--- src/rtl/simon_sound_if.sv ---
// simon_sound_if: signal bundle between the Simon controller and the tone
// generator.
//   LAMP[1:0]  lamp index from the controller
//   LAMP_ENA   lamp lit
//   LOSE       lose level (a rising edge starts the buzz)
//   HS         high-score level (a rising edge starts the jingle)
//   SPKR       square-wave speaker drive
//   BUSY       buzz or jingle in progress
// The master modport is the controller side; the slave modport is the tone generator.
interface simon_sound_if;
  logic [1:0] LAMP;
  logic       LAMP_ENA;
  logic       LOSE;
  logic       HS;
  logic       SPKR;
  logic       BUSY;

  modport master (output LAMP, output LAMP_ENA, output LOSE, output HS,
                  input SPKR, input BUSY);
  modport slave  (input LAMP, input LAMP_ENA, input LOSE, input HS,
                  output SPKR, output BUSY);
endinterface

--- src/rtl/simon_sound.sv ---
// simon_sound: tone generator for the Simon game.
// It mirrors the lit lamp with a per-colour square wave, plays a low buzz on a
// LOSE rise and plays a four-note jingle on an HS rise.
// Ports:
//   CLK  clock; all state changes on its rising edge
//   RST  asynchronous active-high reset
//   bus  simon_sound_if.slave (LAMP, LAMP_ENA, LOSE, HS in; SPKR, BUSY out, registered)
// Build option: define SIMON_SOUND_JINGLE_EN to build the high-score jingle.
// Without it, HS is ignored and only the lose buzz drives BUSY.
module simon_sound #(
  parameter int DIV_W     = 16,
  parameter int LEN_W     = 24,
  parameter int HALF_P0   = 4000,
  parameter int HALF_P1   = 3200,
  parameter int HALF_P2   = 2700,
  parameter int HALF_P3   = 2400,
  parameter int HALF_LOSE = 8000,
  parameter int LOSE_LEN  = 4000000,
  parameter int NOTE_LEN  = 1000000
) (
  input  logic          CLK,
  input  logic          RST,
  simon_sound_if.slave  bus
);

  localparam logic [DIV_W-1:0] H0          = DIV_W'(HALF_P0);
  localparam logic [DIV_W-1:0] H1          = DIV_W'(HALF_P1);
  localparam logic [DIV_W-1:0] H2          = DIV_W'(HALF_P2);
  localparam logic [DIV_W-1:0] H3          = DIV_W'(HALF_P3);
  localparam logic [DIV_W-1:0] HL          = DIV_W'(HALF_LOSE);
  localparam logic [DIV_W-1:0] DIV_ONE     = DIV_W'(1);
  localparam logic [LEN_W-1:0] LEN_ONE     = LEN_W'(1);
  localparam logic [LEN_W-1:0] LOSE_RELOAD = LEN_W'(LOSE_LEN - 1);
`ifdef SIMON_SOUND_JINGLE_EN
  localparam logic [LEN_W-1:0] NOTE_RELOAD = LEN_W'(NOTE_LEN - 1);
`endif

  typedef enum logic [1:0] {
    S_IDLE   = 2'd0,
    S_LOSE   = 2'd1
`ifdef SIMON_SOUND_JINGLE_EN
    ,S_JINGLE = 2'd2
`endif
  } state_t;

  // Lamp index (or jingle note) to tone half-period.
  function automatic logic [DIV_W-1:0] colour_half(input logic [1:0] idx);
    case (idx)
      2'd0:    colour_half = H0;
      2'd1:    colour_half = H1;
      2'd2:    colour_half = H2;
      2'd3:    colour_half = H3;
      default: colour_half = H0;
    endcase
  endfunction

  state_t           state_q, state_d;
  logic [LEN_W-1:0] dur_q, dur_d;
  logic             lose_q;
  logic [DIV_W-1:0] div_q, div_d;
  logic [DIV_W-1:0] half_q, half_d;   // half-period currently playing, 0 = silent
  logic             spkr_q, spkr_d;
  logic             busy_q, busy_d;
  logic [DIV_W-1:0] sel_s;            // half-period requested this cycle, 0 = silent
  logic             lose_rise_s;
`ifdef SIMON_SOUND_JINGLE_EN
  logic             hs_q;
  logic [1:0]       note_q, note_d;
  logic             hs_rise_s;
  assign hs_rise_s = bus.HS & ~hs_q;
`endif

  assign lose_rise_s = bus.LOSE & ~lose_q;

  // Sequencer: next state, duration and note, plus the requested tone.
  always_comb begin
    state_d = state_q;
    dur_d   = dur_q;
    sel_s   = '0;
`ifdef SIMON_SOUND_JINGLE_EN
    note_d  = note_q;
`endif
    case (state_q)
      S_IDLE: begin
        if (bus.LAMP_ENA) begin
          sel_s = colour_half(bus.LAMP);
        end else begin
          sel_s = '0;
        end
        // LOSE has priority over HS when both rise together.
        if (lose_rise_s) begin
          state_d = S_LOSE;
          dur_d   = LOSE_RELOAD;
`ifdef SIMON_SOUND_JINGLE_EN
        end else if (hs_rise_s) begin
          state_d = S_JINGLE;
          dur_d   = NOTE_RELOAD;
          note_d  = 2'd0;
`endif
        end else begin
          state_d = S_IDLE;
        end
      end
      S_LOSE: begin
        sel_s = HL;
        if (lose_rise_s) begin
          dur_d = LOSE_RELOAD;
        end else if (dur_q == '0) begin
          state_d = S_IDLE;
        end else begin
          dur_d = dur_q - LEN_ONE;
        end
      end
`ifdef SIMON_SOUND_JINGLE_EN
      S_JINGLE: begin
        sel_s = colour_half(note_q);
        if (lose_rise_s) begin
          state_d = S_LOSE;
          dur_d   = LOSE_RELOAD;
        end else if (dur_q == '0) begin
          if (note_q == 2'd3) begin
            state_d = S_IDLE;
          end else begin
            note_d = note_q + 2'd1;
            dur_d  = NOTE_RELOAD;
          end
        end else begin
          dur_d = dur_q - LEN_ONE;
        end
      end
`endif
      default: begin
        state_d = S_IDLE;
      end
    endcase
  end

  // Tone engine: reload on any tone change, toggle at the end of each half-period.
  always_comb begin
    half_d = sel_s;
    div_d  = div_q;
    spkr_d = spkr_q;
    busy_d = (state_q != S_IDLE);
    if (sel_s == '0) begin
      div_d  = '0;
      spkr_d = 1'b0;
    end else if (sel_s != half_q) begin
      // Keep the current level across a pitch change, but start low from silence.
      div_d  = sel_s - DIV_ONE;
      spkr_d = (half_q == '0) ? 1'b0 : spkr_q;
    end else if (div_q == '0) begin
      div_d  = sel_s - DIV_ONE;
      spkr_d = ~spkr_q;
    end else begin
      div_d  = div_q - DIV_ONE;
      spkr_d = spkr_q;
    end
  end

  // State, counters and registered outputs.
  always_ff @(posedge CLK or posedge RST) begin
    if (RST) begin
      state_q <= S_IDLE;
      dur_q   <= '0;
      lose_q  <= 1'b0;
      div_q   <= '0;
      half_q  <= '0;
      spkr_q  <= 1'b0;
      busy_q  <= 1'b0;
    end else begin
      state_q <= state_d;
      dur_q   <= dur_d;
      lose_q  <= bus.LOSE;
      div_q   <= div_d;
      half_q  <= half_d;
      spkr_q  <= spkr_d;
      busy_q  <= busy_d;
    end
  end

`ifdef SIMON_SOUND_JINGLE_EN
  // Jingle-only state: HS edge history and note index.
  always_ff @(posedge CLK or posedge RST) begin
    if (RST) begin
      hs_q   <= 1'b0;
      note_q <= 2'd0;
    end else begin
      hs_q   <= bus.HS;
      note_q <= note_d;
    end
  end
`endif

  assign bus.SPKR = spkr_q;
  assign bus.BUSY = busy_q;

endmodule

--- src/flat_wrapper.sv ---
// flat-port wrapper written by rule: the top's interface ports become plain ports
module simon_sound_flat 
#(
  parameter int DIV_W     = 16,
  parameter int LEN_W     = 24,
  parameter int HALF_P0   = 4000,
  parameter int HALF_P1   = 3200,
  parameter int HALF_P2   = 2700,
  parameter int HALF_P3   = 2400,
  parameter int HALF_LOSE = 8000,
  parameter int LOSE_LEN  = 4000000,
  parameter int NOTE_LEN  = 1000000
)
  (CLK, RST, bus_LAMP, bus_LAMP_ENA, bus_LOSE, bus_HS, bus_SPKR, bus_BUSY);
  simon_sound_if bus_i ();
  input  logic CLK;
  input  logic RST;
  input wire logic [$bits(bus_i.LAMP)-1:0] bus_LAMP;
  input wire logic [$bits(bus_i.LAMP_ENA)-1:0] bus_LAMP_ENA;
  input wire logic [$bits(bus_i.LOSE)-1:0] bus_LOSE;
  input wire logic [$bits(bus_i.HS)-1:0] bus_HS;
  output wire logic [$bits(bus_i.SPKR)-1:0] bus_SPKR;
  output wire logic [$bits(bus_i.BUSY)-1:0] bus_BUSY;
  assign bus_i.LAMP = bus_LAMP;
  assign bus_i.LAMP_ENA = bus_LAMP_ENA;
  assign bus_i.LOSE = bus_LOSE;
  assign bus_i.HS = bus_HS;
  assign bus_SPKR = bus_i.SPKR;
  assign bus_BUSY = bus_i.BUSY;
  simon_sound #(.DIV_W(DIV_W), .LEN_W(LEN_W), .HALF_P0(HALF_P0), .HALF_P1(HALF_P1), .HALF_P2(HALF_P2), .HALF_P3(HALF_P3), .HALF_LOSE(HALF_LOSE), .LOSE_LEN(LOSE_LEN), .NOTE_LEN(NOTE_LEN)) u_core (.CLK(CLK), .RST(RST), .bus(bus_i));
endmodule
--- config.mk ---
export PLATFORM = sky130hd
export DESIGN_NAME = simon_sound_flat
export DESIGN_NICKNAME = d
export VERILOG_FILES = /design/src/rtl/simon_sound_if.sv /design/src/rtl/simon_sound.sv /design/src/flat_wrapper.sv
export SDC_FILE = /design/constraint.sdc
export NUM_CORES = 1
export LEC_CHECK = 0
export CAP_MARGIN = 20
export CORE_UTILIZATION = 41
export CTS_CLUSTER_DIAMETER = 80
export CTS_CLUSTER_SIZE = 40
export DETAILED_ROUTE_END_ITERATION = 10
export GPL_TIMING_DRIVEN = 0
export SYNTH_ARGS = -nofsm -noshare
export SYNTH_HDL_FRONTEND = slang
export SYNTH_SLANG_ARGS = --single-unit
--- constraint.sdc ---
create_clock -name CLK -period 2.7 [get_ports CLK]
set_clock_uncertainty 0.1 [all_clocks]
set_input_delay 0.27 -clock CLK [delete_from_list [all_inputs] [get_ports CLK]]
set_output_delay 0.27 -clock CLK [all_outputs]
set_load 0.02 [all_outputs]
# Yosys cells after proc, flatten, opt, wreduce, memory -nomap -nowiden
# Cells that the tools add are included.
# totals
regBits,61
out_inout_bits,2
in_bits,7
elab_cells,53
# classes
addsub,3
n_mux,18
eq_ne,10
n_bitwise,3
n_reduce_logical,12
# op_table
op,count
24-bit two-way mux,3
16-bit two-way mux,4
16-bit case mux with 4 select lines,1
16-bit logical NOT,3
24-bit case mux with 2 select lines,1
16-bit case mux with 2 select lines,1
"16-bit by 1-bit subtractor with 16-bit output, second input constant",2
24-bit logical NOT,1
"24-bit by 1-bit subtractor with 24-bit output, second input constant",1
16-bit != test,1
"3-bit by 2-bit != test with 1-bit output, second input constant",2
1-bit two-way mux,5
"2-bit by 1-bit == test with 1-bit output, second input constant",2
"2-bit == test, second input constant",2
2-bit logical NOT,2
2-bit two-way mux,2
"2-bit by 1-bit != test with 1-bit output, second input constant",2
2-bit case mux with 2 select lines,1
2-bit AND reduction,2
2-bit nonzero test,2
3-bit AND reduction,1
3-bit nonzero test,1
"2-bit != test, second input constant",1
1-bit inverter,2
1-bit AND,1

# Logic depth before layout (Yosys ltp)
# depth
depth_word,8
mapped_depth,8
ltp_nobuf,7

# Worst setup path after synthesis
# OpenSTA, ideal clock, no wires.
# synth_path
path_type,reg2reg
start,reg u_core.dur_q[4]
end,reg u_core.dur_q[18]
required_ns,2.531
path_buffers,2
path_stages_with_launch,8
setup_slack_ns,0.012
arrival_time_ns,2.518
synth_period_minus_slack_ns,2.688
setup_time_ns,0.069
cell_sequence,dfrtp_1 -> or4_1 -> buf_2 -> or3_4 -> or4_1 -> buf_2 -> or4_1 -> nand3_1
# synth_via
elab_chain_len,4
elab_cells_between_ends,7
cone_classes,add/sub (1); eq/ne (1); mux (3); reduce/logical (2)
# synth_rtl
element,line_no,rtl
"start, declared",simon_sound.sv:58,"logic [LEN_W-1:0] dur_q, dur_d;"
"start signal, assigned",simon_sound.sv:172,dur_q <= dur_d;
24-bit by 1-bit subtractor with 24-bit output,simon_sound.sv:111,dur_d = dur_q - LEN_ONE;
24-bit two-way mux,simon_sound.sv:108,end else if (dur_q == '0) begin
24-bit two-way mux,simon_sound.sv:106,if (lose_rise_s) begin
24-bit case mux with 2 select lines,simon_sound.sv:83,case (state_q)
# Several ways; a longest one is shown, not always the timed one. The select of a mux whose other input is x is not followed.
# A chain may end at the register's enable or synchronous reset.

# Final worst setup path
# layout_path
start,reg u_core.dur_q[2]
end,reg u_core.dur_q[18]
# The elaborated chain is that of the path after synthesis.

==> Implementation_results.wiki <==
{| class="wikitable"
! Metric !! Value
|-
| Detailed-route wire length per cell || roughly 15 um
|-
| Max Clk Rate || roughly 380 MHz
|-
| Overall via count from detail_route || approximately 2.4k
|-
| Worst Path Class, Setup || flip-flop to flip-flop
|-
| Antenna diode count || 0
|-
| Share of total power in sequential cells || 0.550
|-
| Drt initial violations || 95
|-
| Internal Dissipation || 1.21 mW
|-
| Net switching component of the power || between 0.5 and 0.6 mW
|-
| Drc violations || 0
|-
| CTS H-tree depth || 2
|-
| Final hold violation count || 0
|-
| CTS clock-pin slew for the worst setup and hold paths || approximately 0.1 ns
|-
| Vias in the first global route || about 2.3k
|-
| Crit start category || flip-flop
|-
| Core Region || slightly below 7000 sq um
|-
| Overall routed net length || about 6400 um
|-
| Critical path buffer and inverter count || 1
|-
| Max-cap violations || 0
|-
| Worst-margin pin slew || around 0.62 ns
|-
| Post-Place Cell Area || 3160 sq um
|-
| Placement-stage worst setup slack || -0.642 ns
|-
| Number of hold buffers added after CTS || 0
|-
| Full die area || approximately 7500 sq um
|-
| Run status || completed
|-
| Largest net degree at the start of global routing || 34
|-
| Fraction of final layout cells with drive strength greater than 1 || 0.136
|-
| Endpoint arrival time on the critical path || around 2.8 ns
|-
| Worst ir drop on vdd || 0.221 mV
|-
| Width of the die || 86.9 um
|-
| TritonCTS buffer count || 5
|-
| Synth warn || 0
|-
| Slack of the worst reg-to-reg path || 0.07 ns
|-
| Post-route antenna net violation count || 0
|-
| Top flip-flop cell by instance count after synthesis || sky130_fd_sc_hd__dfrtp_1
|-
| Largest stage delay on the critical path || 0.57 ns
|-
| Worst path top cell family by delay || simple AND/OR/NAND/NOR gates
|-
| R2r startpoint || u_core.dur_q[2]
|-
| Number of antenna violations at the first check in global routing || 0
|-
| Sink Count || 52
|-
| Worst hold slack || between 0.15 and 0.2 ns
|-
| Max stage delay cell, worst path || sky130_fd_sc_hd__or4_4
|-
| Critical path cell sequence || or4_4 -> buf_6 -> or3_4 -> or4_4 -> or4_1 -> nand3_1
|-
| Class of the most critical hold timing path || input port to asynchronous set/reset pin
|-
| Proportion of power drawn by the clock network || 0.275
|-
| Crit share post-route || 0.975
|-
| Global-route total usage across every layer || 0.187
|-
| Synth-to-Final Area Change || 15.2%
|-
| Net switching share of the total power || 0.294
|-
| P_leak || between 1 and 1.5 nW
|-
| Total of endpoints with negative setup slack in the final report || 0
|-
| Final number of max-transition violations || 0
|-
| Post-layout instance area || ~3400 sq um
|-
| Combinational Power Share || 0.176
|-
| Number of distinct library cell variants in the gate-level netlist after synthesis || 55
|-
| Worst Slack Setup Final || about 0.068 ns
|-
| Endpoint of the worst-slack reg-to-reg timing path || u_core.dur_q[18]
|-
| Most common cell on crit path || sky130_fd_sc_hd__or4_4
|-
| Later-pin clock latency in the skew report || roughly 0.31 ns
|-
| Placed wire-length estimate || 4450 um
|-
| Avg Synthesized Cell Area || 9.53 sq um
|-
| First-pass GRT wire length || between 10,000 and 15,000 um
|-
| Largest fanout of any net on the critical path || 7
|-
| Area of the mapped netlist || around 3000 sq um
|-
| Buffers added on ports || 7
|-
| Share of flip-flops with an asynchronous set or reset || 1.00
|-
| Number of synthesized register bits || 52
|-
| Synth Instances || 310
|-
| Crit end category || flip-flop
|-
| Share of the yosys chip area belonging to registers || 0.440
|-
| Slew Limit Headroom || 0.580
|-
| Syn nets || between 300 and 400
|-
| Rows || 30
|-
| Setup Total Neg Slack || 0 ns
|-
| Footprint of the flip-flops and latches || between 1000 and 1500 sq um
|-
| Height of the die || about 87 um
|-
| Shortest period the worst path allows || around 2.6 ns
|-
| Deepest clock path buffer count || 2
|-
| Ratio of routed vias to standard cells || 5.46
|-
| Post-synth EDFFs || 0
|-
| TritonCTS clock tree || yes
|-
| Net count of the finished layout || 353
|-
| Final GP Congestion || roughly 0.78
|-
| Filler instances || about 640
|-
| Area taken by multi-input logic gates || ~1600 sq um
|-
| Starting density of the core || 0.430
|-
| Power per cell area || between 500 and 600 nW/um^2
|-
| Residual overflow from global routing || 0
|-
| Depth of the most critical reg-to-reg path || 6
|-
| Number of ports placed on the die boundary || 9
|-
| Number of detailed-route iterations in the first pass || 4
|-
| Required time of the critical path || around 2.9 ns
|-
| Root Buffer || sky130_fd_sc_hd__clkbuf_8
|}
## cell usage in the layout (no fill, tap or decap), types with 5 or more instances in the layout
master                            Yosys  routed
sky130_fd_sc_hd__o21ai_0              6       5
sky130_fd_sc_hd__nor2_1              23      22
sky130_fd_sc_hd__or4_1               10       6
sky130_fd_sc_hd__ha_1                10      10
sky130_fd_sc_hd__nor4_1              10      10
sky130_fd_sc_hd__clkdlybuf4s50_1      0       5
sky130_fd_sc_hd__and3_1               5       5
sky130_fd_sc_hd__a21oi_1             11      11
sky130_fd_sc_hd__clkbuf_8             0       6
sky130_fd_sc_hd__a31oi_1              5       5
sky130_fd_sc_hd__or3_1               13      13
sky130_fd_sc_hd__dfrtp_1             52      52
sky130_fd_sc_hd__nor3_1              10       8
sky130_fd_sc_hd__or4_4                1       5
sky130_fd_sc_hd__nand3_1              5       5
sky130_fd_sc_hd__xor2_1              11      11
sky130_fd_sc_hd__xnor2_1             18      18
sky130_fd_sc_hd__clkbuf_1             8       5
sky130_fd_sc_hd__a211oi_1             5       5
sky130_fd_sc_hd__inv_1               13      12
sky130_fd_sc_hd__nand2_1             30      30
sky130_fd_sc_hd__buf_4                1      15
## cell type report
| cell class | count | share of cell area |
|---|---|---|
| Inverter | 14 | 0.0165 |
| Tap cell | 96 | 0.0353 |
| Sequential cell | 52 | 0.382 |
| Clock inverter | 2 | 0.00294 |
| Timing Repair Buffer | 22 | 0.0577 |
| Buffer | 10 | 0.0151 |
| Multi-Input combinational cell | 231 | 0.466 |
| Clock buffer | 6 | 0.0243 |
## cells in the mapped netlist, types with 2 or more instances
| cell type | count | share of area |
|---|---|---|
| sky130_fd_sc_hd__nand4_1 | 4 | 0.0085 |
| sky130_fd_sc_hd__o31ai_1 | 4 | 0.010 |
| sky130_fd_sc_hd__xor2_1 | 11 | 0.033 |
| sky130_fd_sc_hd__xnor2_1 | 18 | 0.053 |
| sky130_fd_sc_hd__a32oi_1 | 4 | 0.012 |
| sky130_fd_sc_hd__nor3_2 | 2 | 0.0068 |
| sky130_fd_sc_hd__a2111oi_0 | 2 | 0.0059 |
| sky130_fd_sc_hd__a31oi_1 | 5 | 0.011 |
| sky130_fd_sc_hd__mux2i_1 | 2 | 0.0068 |
| sky130_fd_sc_hd__a211oi_1 | 5 | 0.013 |
| sky130_fd_sc_hd__nand2b_1 | 5 | 0.011 |
| sky130_fd_sc_hd__dfrtp_1 | 52 | 0.44 |
| sky130_fd_sc_hd__nand3_1 | 5 | 0.0085 |
| sky130_fd_sc_hd__nor2b_1 | 4 | 0.0085 |
| sky130_fd_sc_hd__o211ai_1 | 2 | 0.0051 |
| sky130_fd_sc_hd__a311oi_1 | 2 | 0.0059 |
| sky130_fd_sc_hd__a21oi_1 | 11 | 0.019 |
| sky130_fd_sc_hd__and3_1 | 5 | 0.011 |
| sky130_fd_sc_hd__clkbuf_1 | 8 | 0.010 |
| sky130_fd_sc_hd__or3_1 | 13 | 0.028 |
| sky130_fd_sc_hd__ha_1 | 10 | 0.042 |
| sky130_fd_sc_hd__nor2_1 | 23 | 0.029 |
| sky130_fd_sc_hd__or4_1 | 10 | 0.025 |
| sky130_fd_sc_hd__o2111ai_1 | 2 | 0.0059 |
| sky130_fd_sc_hd__nor4_1 | 10 | 0.021 |
| sky130_fd_sc_hd__buf_2 | 3 | 0.0051 |
| sky130_fd_sc_hd__inv_1 | 13 | 0.017 |
| sky130_fd_sc_hd__a31o_2 | 2 | 0.0059 |
| sky130_fd_sc_hd__nand2_1 | 30 | 0.038 |
| sky130_fd_sc_hd__nand3b_1 | 2 | 0.0051 |
| sky130_fd_sc_hd__o21ai_0 | 6 | 0.010 |
| sky130_fd_sc_hd__nor3b_1 | 3 | 0.0076 |
| sky130_fd_sc_hd__nor3_1 | 10 | 0.017 |
## worst register-to-register path, delay by kind of cell (launching register included)
kind	cells	cell delay (ns)
flops	1	0.39
simple gates	5	1.94
buf+inv	1	0.14
## cells by family after synthesis
kind of cell             share of synthesized area
AND/OR/NAND/NOR                              0.253
AO/OA/AOI/OAI                                0.135
flip-flops                                   0.440
XOR/XNOR                                    0.0860
buffers and inverters                       0.0368
adder cells (fa/ha/maj)                     0.0424
multiplexers                               0.00678
## how the worst max path moves through the flow
stage	endpoint	slack, ns	start	cells after the start
4_1_cts	u_core.dur_q[18]	-0.004	u_core.dur_q[2]	7
3_5_place_dp	u_core.div_q[7]	-0.64	bus_LAMP[0]	9
6_report	u_core.dur_q[18]	0.07	u_core.dur_q[2]	6
5_1_grt	u_core.div_q[2]	-0.002	u_core.state_q[0]	6
3_3_place_gp	u_core.div_q[6]	-0.61	bus_LAMP[0]	9
2_1_floorplan	u_core.dur_q[18]	0.01	u_core.dur_q[4]	7
## power groups by stage
stage          Combinational [mW]  Clock (mW)  Sequential (mW)
2_1_floorplan               0.215           0            0.943
3_3_place_gp                0.267           0            0.960
3_5_place_dp                0.275           0            0.963
4_1_cts                     0.302       0.485            0.941
5_1_grt                     0.339       0.508            0.955
6_report                    0.301       0.471            0.942
## per-stage QoR
step                      power, mW   util  cells
after floorplan                1.16      -    310
after global placement         1.23  0.458    413
after detailed placement       1.24  0.461    414
after CTS                      1.73  0.490    430
after global routing           1.80  0.496    433
final                          1.71  0.496    433
## sequential cells by signal, summed over array words and instances, names as in the netlist
name / flops
u_core.bus.BUSY: 1
u_core.half_q: 8
u_core.bus.SPKR: 1
u_core.lose_q: 1
u_core.dur_q: 24
u_core.state_q: 1
u_core.div_q: 16
## per-layer routing
| metal | GRT usage | routed length [um] | vias up |
|---|---|---|---|
| li1 | - | - | 1192 |
| met1 | 0.275 | 3290 | 1135 |
| met2 | 0.285 | 2870 | 33 |
| met3 | 0.0322 | 180 | 5 |
| met4 | 0.0470 | 65 | 0 |
| met5 | 0 | 0 | - |
## what timing repair did
action / in CTS / in global routing
endpoints found under the setup margin: 21 / 22
resized for setup: 15 / 5
setup buffers: 10 / 4
endpoints found under the hold margin: 0 / 0
pin swaps: 4 / 2
Note: power is estimated with default switching activity, not from simulation.
